## config.mk

```make
export PLATFORM = sky130hd
export DESIGN_NAME = load_store_unit
export DESIGN_NICKNAME = d
export VERILOG_FILES = /design/src/rtl/riscv_defines.sv /design/src/rtl/load_align.sv /design/src/rtl/load_store_unit.sv
export SDC_FILE = /design/constraint.sdc
export NUM_CORES = 1
export LEC_CHECK = 0
export ABC_AREA = 1
export BUFFER_PORTS_ARGS = -buffer_cell sky130_fd_sc_hd__buf_2
export CORE_ASPECT_RATIO = 1.1
export CORE_UTILIZATION = 30
export DETAILED_ROUTE_END_ITERATION = 10
export PLACE_DENSITY = 0.5
export SYNTH_ARGS = -nofsm -noshare
export SYNTH_HDL_FRONTEND = slang
export SYNTH_HIERARCHICAL = 1
export SYNTH_SLANG_ARGS = --single-unit
```

## constraint.sdc

```tcl
create_clock -name clk -period 6.49 [get_ports clk]
set_input_delay 0.3245 -clock clk [delete_from_list [all_inputs] [get_ports clk]]
set_output_delay 0.3245 -clock clk [all_outputs]
set_load 0.005 [all_outputs]
```

## src/rtl/riscv_defines.sv

```systemverilog
// riscv_defines: shared load/store encodings, access sizes and LSU state type.
// Revision 1.0
`default_nettype none

package riscv_defines;

  localparam int WORD_WIDTH_DEFAULT = 32;

  typedef enum logic [2:0] {
    LD_NONE = 3'd0,
    LD_LB   = 3'd1,
    LD_LH   = 3'd2,
    LD_LW   = 3'd3,
    LD_LBU  = 3'd4,
    LD_LHU  = 3'd5
  } load_type_e;

  typedef enum logic [1:0] {
    ST_NONE = 2'd0,
    ST_SB   = 2'd1,
    ST_SH   = 2'd2,
    ST_SW   = 2'd3
  } store_type_e;

  typedef enum logic [1:0] {
    SZ_BYTE = 2'd0,
    SZ_HALF = 2'd1,
    SZ_WORD = 2'd2
  } access_size_e;

  typedef enum logic [1:0] {
    LSU_IDLE        = 2'd0,
    LSU_REQ         = 2'd1,
    LSU_WAIT_RVALID = 2'd2
  } lsu_state_e;

  function automatic logic [3:0] byte_enable(input access_size_e size, input logic [1:0] off);
    logic [3:0] be;
    case (size)
      SZ_BYTE: be = 4'b0001 << off;
      SZ_HALF: be = off[1] ? 4'b1100 : 4'b0011;
      default: be = 4'b1111;
    endcase
    return be;
  endfunction

endpackage

`default_nettype wire

```

## src/rtl/load_align.sv

```systemverilog
// load_align: picks the addressed lane of a read word and sign/zero-extends it.
// Revision 1.0
`default_nettype none

module load_align
  import riscv_defines::*;
#(
  parameter int WORD_WIDTH = WORD_WIDTH_DEFAULT
) (
  input  load_type_e             load_type_i,
  input  logic [1:0]             byte_off_i,
  input  logic [WORD_WIDTH-1:0]  rdata_i,
  output logic [WORD_WIDTH-1:0]  rdata_o
);

  logic [7:0]  w_byte;
  logic [15:0] w_half;

  always_comb begin
    case (byte_off_i)
      2'd0:    w_byte = rdata_i[7:0];
      2'd1:    w_byte = rdata_i[15:8];
      2'd2:    w_byte = rdata_i[23:16];
      default: w_byte = rdata_i[31:24];
    endcase
    w_half = byte_off_i[1] ? rdata_i[31:16] : rdata_i[15:0];
  end

  always_comb begin
    case (load_type_i)
      LD_LB:   rdata_o = {{(WORD_WIDTH-8){w_byte[7]}}, w_byte};
      LD_LBU:  rdata_o = {{(WORD_WIDTH-8){1'b0}}, w_byte};
      LD_LH:   rdata_o = {{(WORD_WIDTH-16){w_half[15]}}, w_half};
      LD_LHU:  rdata_o = {{(WORD_WIDTH-16){1'b0}}, w_half};
      LD_LW:   rdata_o = rdata_i;
      default: rdata_o = '0;
    endcase
  end

endmodule

`default_nettype wire

```

## src/rtl/load_store_unit.sv

```systemverilog
// load_store_unit: single-outstanding load/store engine on a req/gnt/rvalid data bus.
// Revision 1.0
`default_nettype none

module load_store_unit
  import riscv_defines::*;
#(
  parameter int WORD_WIDTH = WORD_WIDTH_DEFAULT
) (
  input  logic                  clk,
  input  logic                  rst,
  input  logic                  req_i,
  input  logic [2:0]            load_type_i,
  input  logic [1:0]            store_type_i,
  input  logic [WORD_WIDTH-1:0] addr_i,
  input  logic [WORD_WIDTH-1:0] wdata_i,
  output logic                  busy_o,
  output logic                  done_o,
  output logic [WORD_WIDTH-1:0] rdata_o,
  output logic                  misalign_o,
  output logic                  data_req_o,
  output logic                  data_we_o,
  output logic [WORD_WIDTH-1:0] data_addr_o,
  output logic [WORD_WIDTH-1:0] data_wdata_o,
  output logic [3:0]            data_be_o,
  input  logic [WORD_WIDTH-1:0] data_rdata_i,
  input  logic                  data_gnt_i,
  input  logic                  data_rvalid_i
);

  lsu_state_e            r_state;
  lsu_state_e            w_state_nxt;
  logic                  r_we;
  logic [WORD_WIDTH-1:0] r_addr;
  logic [WORD_WIDTH-1:0] r_wdata;
  logic [3:0]            r_be;
  load_type_e            r_ltype;
  logic [1:0]            r_off;
  logic                  r_done;
  logic                  r_misalign;
  logic [WORD_WIDTH-1:0] r_rdata;

  logic                  w_is_store;
  logic                  w_is_load;
  access_size_e          w_size;
  logic                  w_misaligned;
  logic                  w_valid_op;
  logic                  w_accept;
  logic                  w_complete;
  logic [WORD_WIDTH-1:0] w_wdata_rep;
  logic [WORD_WIDTH-1:0] w_load_result;

  // Store takes priority when both type fields are nonzero.
  always_comb begin
    w_is_store = (store_type_i != ST_NONE);
    w_is_load  = (load_type_i >= 3'd1) && (load_type_i <= 3'd5);
    w_size     = SZ_WORD;
    if (w_is_store) begin
      case (store_type_i)
        ST_SB:   w_size = SZ_BYTE;
        ST_SH:   w_size = SZ_HALF;
        default: w_size = SZ_WORD;
      endcase
    end else begin
      case (load_type_i)
        LD_LB, LD_LBU: w_size = SZ_BYTE;
        LD_LH, LD_LHU: w_size = SZ_HALF;
        default:       w_size = SZ_WORD;
      endcase
    end
    w_misaligned = ((w_size == SZ_WORD) && (addr_i[1:0] != 2'b00)) ||
                   ((w_size == SZ_HALF) && addr_i[0]);
    w_valid_op   = req_i && (r_state == LSU_IDLE) && (w_is_store || w_is_load);
    w_accept     = w_valid_op && !w_misaligned;
    w_complete   = (r_state == LSU_WAIT_RVALID) && data_rvalid_i;
    case (w_size)
      SZ_BYTE: w_wdata_rep = WORD_WIDTH'({4{wdata_i[7:0]}});
      SZ_HALF: w_wdata_rep = WORD_WIDTH'({2{wdata_i[15:0]}});
      default: w_wdata_rep = wdata_i;
    endcase
  end

  always_comb begin
    w_state_nxt = r_state;
    case (r_state)
      LSU_IDLE:        if (w_accept)      w_state_nxt = LSU_REQ;
      LSU_REQ:         if (data_gnt_i)    w_state_nxt = LSU_WAIT_RVALID;
      LSU_WAIT_RVALID: if (data_rvalid_i) w_state_nxt = LSU_IDLE;
      default:                            w_state_nxt = LSU_IDLE;
    endcase
  end

  always_ff @(posedge clk or posedge rst) begin
    if (rst) r_state <= LSU_IDLE;
    else     r_state <= w_state_nxt;
  end

  load_align #(
    .WORD_WIDTH (WORD_WIDTH)
  ) u_load_align (
    .load_type_i (r_ltype),
    .byte_off_i  (r_off),
    .rdata_i     (data_rdata_i),
    .rdata_o     (w_load_result)
  );

  always_ff @(posedge clk or posedge rst) begin
    if (rst) begin
      r_we       <= 1'b0;
      r_addr     <= '0;
      r_wdata    <= '0;
      r_be       <= 4'b0000;
      r_ltype    <= LD_NONE;
      r_off      <= 2'b00;
      r_done     <= 1'b0;
      r_misalign <= 1'b0;
      r_rdata    <= '0;
    end else begin
      if (w_accept) begin
        r_we    <= w_is_store;
        r_addr  <= {addr_i[WORD_WIDTH-1:2], 2'b00};
        r_wdata <= w_is_store ? w_wdata_rep : '0;
        r_be    <= byte_enable(w_size, addr_i[1:0]);
        r_ltype <= w_is_store ? LD_NONE : load_type_e'(load_type_i);
        r_off   <= addr_i[1:0];
      end
      r_done     <= w_complete;
      r_misalign <= w_valid_op && w_misaligned;
      if (w_complete) begin
        r_rdata <= (r_ltype != LD_NONE) ? w_load_result : '0;
      end
    end
  end

  assign busy_o       = (r_state != LSU_IDLE);
  assign data_req_o   = (r_state == LSU_REQ);
  assign done_o       = r_done;
  assign misalign_o   = r_misalign;
  assign rdata_o      = r_rdata;
  assign data_we_o    = r_we;
  assign data_addr_o  = r_addr;
  assign data_wdata_o = r_wdata;
  assign data_be_o    = r_be;

endmodule

`default_nettype wire

```

### Word level (Yosys, flattened, before mapping)

Index checks and enable logic that the tools add are counted.

| storage, ports and cells | value |
|---|---|
| bits in registers | 108 |
| input bits | 106 |
| output and inout port bits | 105 |
| logic and storage cells | 70 |

| operators by class | value |
|---|---|
| $lt $le $gt $ge | 2 |
| equal/unequal tests | 20 |
| shift operators | 1 |
| muxes and demuxes | 16 |
| reduce and logical (&&, ||, !) cells | 21 |

Operator list:

| cell | number |
|---|---|
| case mux 32 bit (5 select lines) | 1 |
| 2-to-1 mux 32 bit | 2 |
| case mux 32 bit (2 select lines) | 1 |
| case mux 8 bit (3 select lines) | 1 |
| 2-to-1 mux 16 bit | 1 |
| equality test 3 bit (second input constant) | 4 |
| equality test 3 x 2 -> 1 bit (second input constant) | 3 |
| equality test 2 x 1 -> 1 bit (second input constant) | 4 |
| equality test 2 bit (second input constant) | 4 |
| logical AND 1 bit | 8 |
| 2-to-1 mux 2 bit | 4 |
| case mux 2 bit (2 select lines) | 2 |
| case mux 4 bit (2 select lines) | 1 |
| equality test 3 x 1 -> 1 bit (second input constant) | 2 |
| logical NOT 2 bit | 3 |
| case mux 2 bit (3 select lines) | 1 |
| nonzero test 2 bit | 3 |
| 2-to-1 mux 4 bit | 1 |
| != test 2 bit (second input constant) | 2 |
| OR reduction 2 bit | 2 |
| left shift 1 x 2 -> 4 bit (first input constant) | 1 |
| greater-or-equal comparator 3 x 1 -> 1 bit (second input constant) | 1 |
| <= comparator 3 bit (second input constant) | 1 |
| 2-to-1 mux 3 bit | 1 |
| 5 further kinds | 6 |

### Logic depth before layout (Yosys ltp)

| logic depth | value |
|---|---|
| word-level depth | 11 |
| depth in mapped cells | 12 |
| mapped depth without buffers | 10 |

### Cells and area by module

The synthesis kept the hierarchy.

Modules (own cells, without submodules):

| module | instances | cells each | area an instance (µm²) | sequential area each (µm²) |
|---|---|---|---|---|
| load_store_unit | 1 | 535 | 4639.4 | 2702.6 |
| load_align | 1 | 204 | 1049.8 | 0.0 |

### Least setup slack after synthesis

No wires, ideal clock.

| timing path | value |
|---|---|
| kind | input to register |
| start point | in store_type_i[0] |
| end point | reg r_addr[10] (netlist: data_addr_o[10]) |
| library setup time | 0.116 ns |
| arrival | 1.673 ns |
| data required time | 6.374 ns |
| path slack | 4.700 ns |
| stages on the path | 12 |
| path buffers | 3 |
| cells stage by stage | inv_1 ha_1 buf_2 or2_1 nand2_4 nor2_8 nand2_4 nand3_4 buf_6 buf_4 nand2_1 nand2_1 |

| between the ends | value |
|---|---|
| longest elaborated chain between the ends | 8 |
| elaborated cells between the ends (all ways) | 14 |
| classes of those cells | eq/ne (4); mux (2); reduce/logical (8) |

RTL lines:

| item | line | text |
|---|---|---|
| start: declaration | load_store_unit.sv:14 | `input logic [1:0] store_type_i,` |
| equality test 2 bit or equality test 2 x 1 -> 1 bit (tied branches) | load_store_unit.sv:59 | `case (store_type_i)` |
| case mux 2 bit (2 select lines) | load_store_unit.sv:59 |  |
| 2-to-1 mux 2 bit | load_store_unit.sv:58 | `if (w_is_store) begin` |
| equality test 2 bit or equality test 2 x 1 -> 1 bit (tied branches) | load_store_unit.sv:71, load_store_unit.sv:72 |  |
| logical AND 1 bit, on equally long branches | load_store_unit.sv:71, load_store_unit.sv:72 |  |
| logical OR 1 bit | load_store_unit.sv:71 | `w_misaligned = ((w_size == SZ_WORD) && (addr_i[1:0] != 2'b00)) \|\|` |
| logical NOT 1 bit | load_store_unit.sv:74 | `w_accept = w_valid_op && !w_misaligned;` |
| logical AND 1 bit * | load_store_unit.sv:74 |  |
| end signal: assignment | load_store_unit.sv:121 | `r_addr <= {addr_i[WORD_WIDTH-1:2], 2'b00};` |
| end: declaration | load_store_unit.sv:34 | `logic [WORD_WIDTH-1:0] r_addr;` |

Every way passes the cells marked *; elsewhere a longest branch is shown, timed or not.
A chain may end at the register's enable or synchronous reset.

### Final worst setup path

| timing path | value |
|---|---|
| start point | reg r_state[1] |
| end point | reg r_be[2] (netlist: data_be_o[2]) |

| between the ends | value |
|---|---|
| longest elaborated chain between the ends | 4 |

RTL lines:

| item | line | text |
|---|---|---|
| start: declaration | load_store_unit.sv:31 | `lsu_state_e r_state;` |
| start signal: assignment | load_store_unit.sv:95 | `else r_state <= w_state_nxt;` |
| logical NOT 2 bit | load_store_unit.sv:73 | `w_valid_op = req_i && (r_state == LSU_IDLE) && (w_is_store \|\| w_is_load);` |
| logical AND 1 bit (2 in a row) | load_store_unit.sv:73 |  |
| logical AND 1 bit | load_store_unit.sv:74 |  |
| end signal: assignment | load_store_unit.sv:123 | `r_be <= byte_enable(w_size, addr_i[1:0]);` |
| end: declaration | load_store_unit.sv:36 | `logic [3:0] r_be;` |

Every way passes these cells.

==> impl_metrics.toml <==
[sta]
max_freq_mhz = 351
rsz0062_at_grt = "no"
finalHoldViolations = 0
finClkSkew_ps = 7.73
slew_violations = 0
finalCritPeriodShare_pct = 43.9
tightestPinTransition_ps = 1060
timing.setup.tns_ps = 0
period_needed_ps = 2850
slew_headroom_pct = 29.2
finalSetupViolations = 0

[final_layout]
drive_above_1_share_pct = 29.0
diodes = 0
n_fill_cell = 1996
fin_cells = 1168
areaGrowthSynthToFinish_pct = 25.4
multi_input_area_sq_um = 2410
regArea_sq_um = 2700
nets = 1028

[worst_setup_path]
crit_path_top_delay_cell = "inv_2"
cp_num_buf_inv = 2
cp.depth = 7
end_kind = "flip-flop"
worstPathMaxFanout = 80
worstPathCellList = "inv_1, nand3_1, a21oi_1, nand3_4, inv_2, o21ai_0, nand2_1"
crit_required_ps = 6780
r2r_cells = 7
critPathMaxStageDelay_ps = 810
critPathArrivalTime_ps = 3140
critPathTopFamily = "simple AND/OR/NAND/NOR gates"
cp-start-kind = "flip-flop"
path_class = "reg2reg"

[logic_synthesis]
ys_seq_area_share_pct = 47.5
syn-cell-area_sq_um = 5690
syn_inst = 739
synthFlopType = "dfrtp_1"
yosys_warnings = 6
synth-async-reset-ratio_pct = 100
ys_types = 33
avgSynthCellArea_sq_um = 7.70
synth-seq-cells = 108
synth_edf_count = 0

[drt]
vias_per_cell = 4.52
dr.pass1.iters = 6
vias = 5277
wl_per_cell_um = 14.3
routed_wl_mm = 16.7
drt_iter0_drc = 294
route.detailed.drc = 0
antenna_violating_nets_post_route = 0

[grt]
grt_pass1_wl_mm = 27.0
overflow = 0
grt_max_degree = 81
grt_pass1_vias = 5160
antenna_found_initial = 1
grt_usage_pct = 17.4

[power]
switchingPower_mw = 1.18
power.density_nw_per_um2 = 408
p_comb_share_pct = 40.2
swShare_pct = 40.3
vdd_ir_drop_max_v = 0.000158
clockPowerShare_pct = 19.5
seqPwrFrac_pct = 40.3
cellLeakagePower_nw = 4.07
p_int_mw = 1.74

[cts]
clk_path_buf_depth = 2
cts.sink_count = 108
cts_setup_buffers = 0
cts_buffers = 9
cts_resized = 0
path_clk_slew_ps = 80
cts-htree-levels = 3
cts_tree = "yes"
clk_latency_ps = 360
root_buffer = "clkbuf_16"
hold_buffers = 0

[floorplanning]
io_pins = 211
die_area_sq_um = 19500
start_util_pct = 30.8
core_sq_um = 18500
die_h_um = 146
fp-row-count = 52
die-width_um = 133

[placement]
numPlacedInstances = 1152
io_buffers = 208
dp.final_hpwl_mm = 11.8
gp_congestion = 0.781

[hold_path]
worst_hold_path_type = "in2async"

[job]
max-cap-violations = 0

[status]
status = "completed"
-- cell usage after synthesis (3+ instances only) --
| master | count | area share, % |
|---|---|---|
| dfrtp_1 | 108 | 48 |
| nand2_1 | 245 | 16 |
| nand3_2 | 20 | 3.5 |
| inv_2 | 3 | 0.20 |
| inv_1 | 86 | 5.7 |
| buf_6 | 4 | 0.79 |
| nand4_1 | 7 | 0.77 |
| nand3_1 | 63 | 5.5 |
| o211ai_1 | 8 | 1.1 |
| nor2_1 | 17 | 1.1 |
| o21ai_1 | 8 | 0.70 |
| a21oi_1 | 20 | 1.8 |
| buf_4 | 6 | 0.79 |
| clkbuf_1 | 14 | 0.92 |
| o21ai_0 | 84 | 7.4 |
| buf_2 | 16 | 1.4 |
| nand2_2 | 5 | 0.55 |
| nand2_4 | 5 | 0.99 |
-- cells in the final DEF (no fill, tap or decap) --
master,instances
a21boi_0,1
a21oi_1,20
and2_1,2
and3_2,1
buf_2,208
buf_4,3
clkbuf_16,9
clkinv_4,1
clkinv_8,2
clkinvlp_4,1
conb_1,2
dfrtp_1,108
ha_1,2
inv_1,85
inv_2,3
inv_4,1
inv_6,2
inv_8,2
nand2_1,245
nand2_2,5
nand2_4,5
nand3_1,63
nand3_2,20
nand3_4,1
nand3b_4,1
nand4_1,7
nor2_1,17
nor2_2,2
nor2_8,1
o211ai_1,8
o21ai_0,84
o21ai_1,8
o31ai_1,2
or2_1,2
or3_1,1
-- state kept, by name, summed over array words and instances, names as in the netlist --
| signal | flops |
|---|---|
| misalign_o | 1 |
| r_ltype | 3 |
| data_addr_o | 30 |
| data_we_o | 1 |
| done_o | 1 |
| data_wdata_o | 32 |
| r_state | 2 |
| data_be_o | 4 |
| rdata_o | 32 |
| r_off | 2 |
-- cell type report --
class | count | share of cell area, %
flip-flops and latches | 108 | 37.9
multi-input cells | 500 | 33.8
repair buffers | 211 | 14.9
inverters | 90 | 4.87
well taps | 243 | 4.26
clock buffers | 9 | 3.16
clock inverters | 7 | 1.09
-- worst paths after layout --
kind                            start  slack, ps               end
setup / recovery           r_state[1]       3640      data_be_o[2]
hold / removal                    rst         60       rdata_o[16]
setup reg to reg           r_state[1]       3640      data_be_o[2]
hold reg to reg            r_state[0]        450        r_state[1]
max in group asynchronous         rst       5220  data_wdata_o[24]
min in group clk           addr_i[21]        150   data_addr_o[21]
-- cells by family (layout without fill, tap and decap cells) --
family | Yosys count | count (layout) | share of synthesized area (%)
adder cells (fa/ha/maj) | 2 | 2 | 0.440
buffers and inverters | 132 | 317 | 10.1
AND/OR/NAND/NOR | 373 | 373 | 30.5
flip-flops | 108 | 108 | 47.5
other | 1 | 2 | 0.0659
AO/OA/AOI/OAI | 123 | 123 | 11.3
-- power groups by stage --
| stage | logic, mW | clock network (mW) | registers [mW] |
|---|---|---|---|
| 2_1_floorplan | 0.678 | 0 | 1.19 |
| 3_3_place_gp | 1.18 | 0 | 1.19 |
| 3_5_place_dp | 1.20 | 0 | 1.18 |
| 4_1_cts | 1.20 | 0.589 | 1.18 |
| 5_1_grt | 1.35 | 0.613 | 1.22 |
| 6_report | 1.17 | 0.567 | 1.18 |
-- per-layer routing --
layer  vias up  share of wire, %  GRT usage (%)
met1      2380                44           22.9
met3        15               9.1           6.04
met5         -             0.060              0
met2       182                46           27.0
li1       2698                 -              -
met4         2               1.6           5.17
-- metrics by stage --
stage               instance area, sq um  utilization [%]  hold WS (ps)  worst slack (ps)  power [mW]
global route                        7140             38.6           122              3290        3.18
detailed placement                  6830             37.0           443              3170        2.38
CTS                                 7140             38.6          82.4              3550        2.96
finish                              7140             38.6          58.6              3640        2.91
global placement                    6830             37.0           462              3210        2.38
floorplan                           5690                -           411              3320        1.87
(Power assumes the default switching activity.)
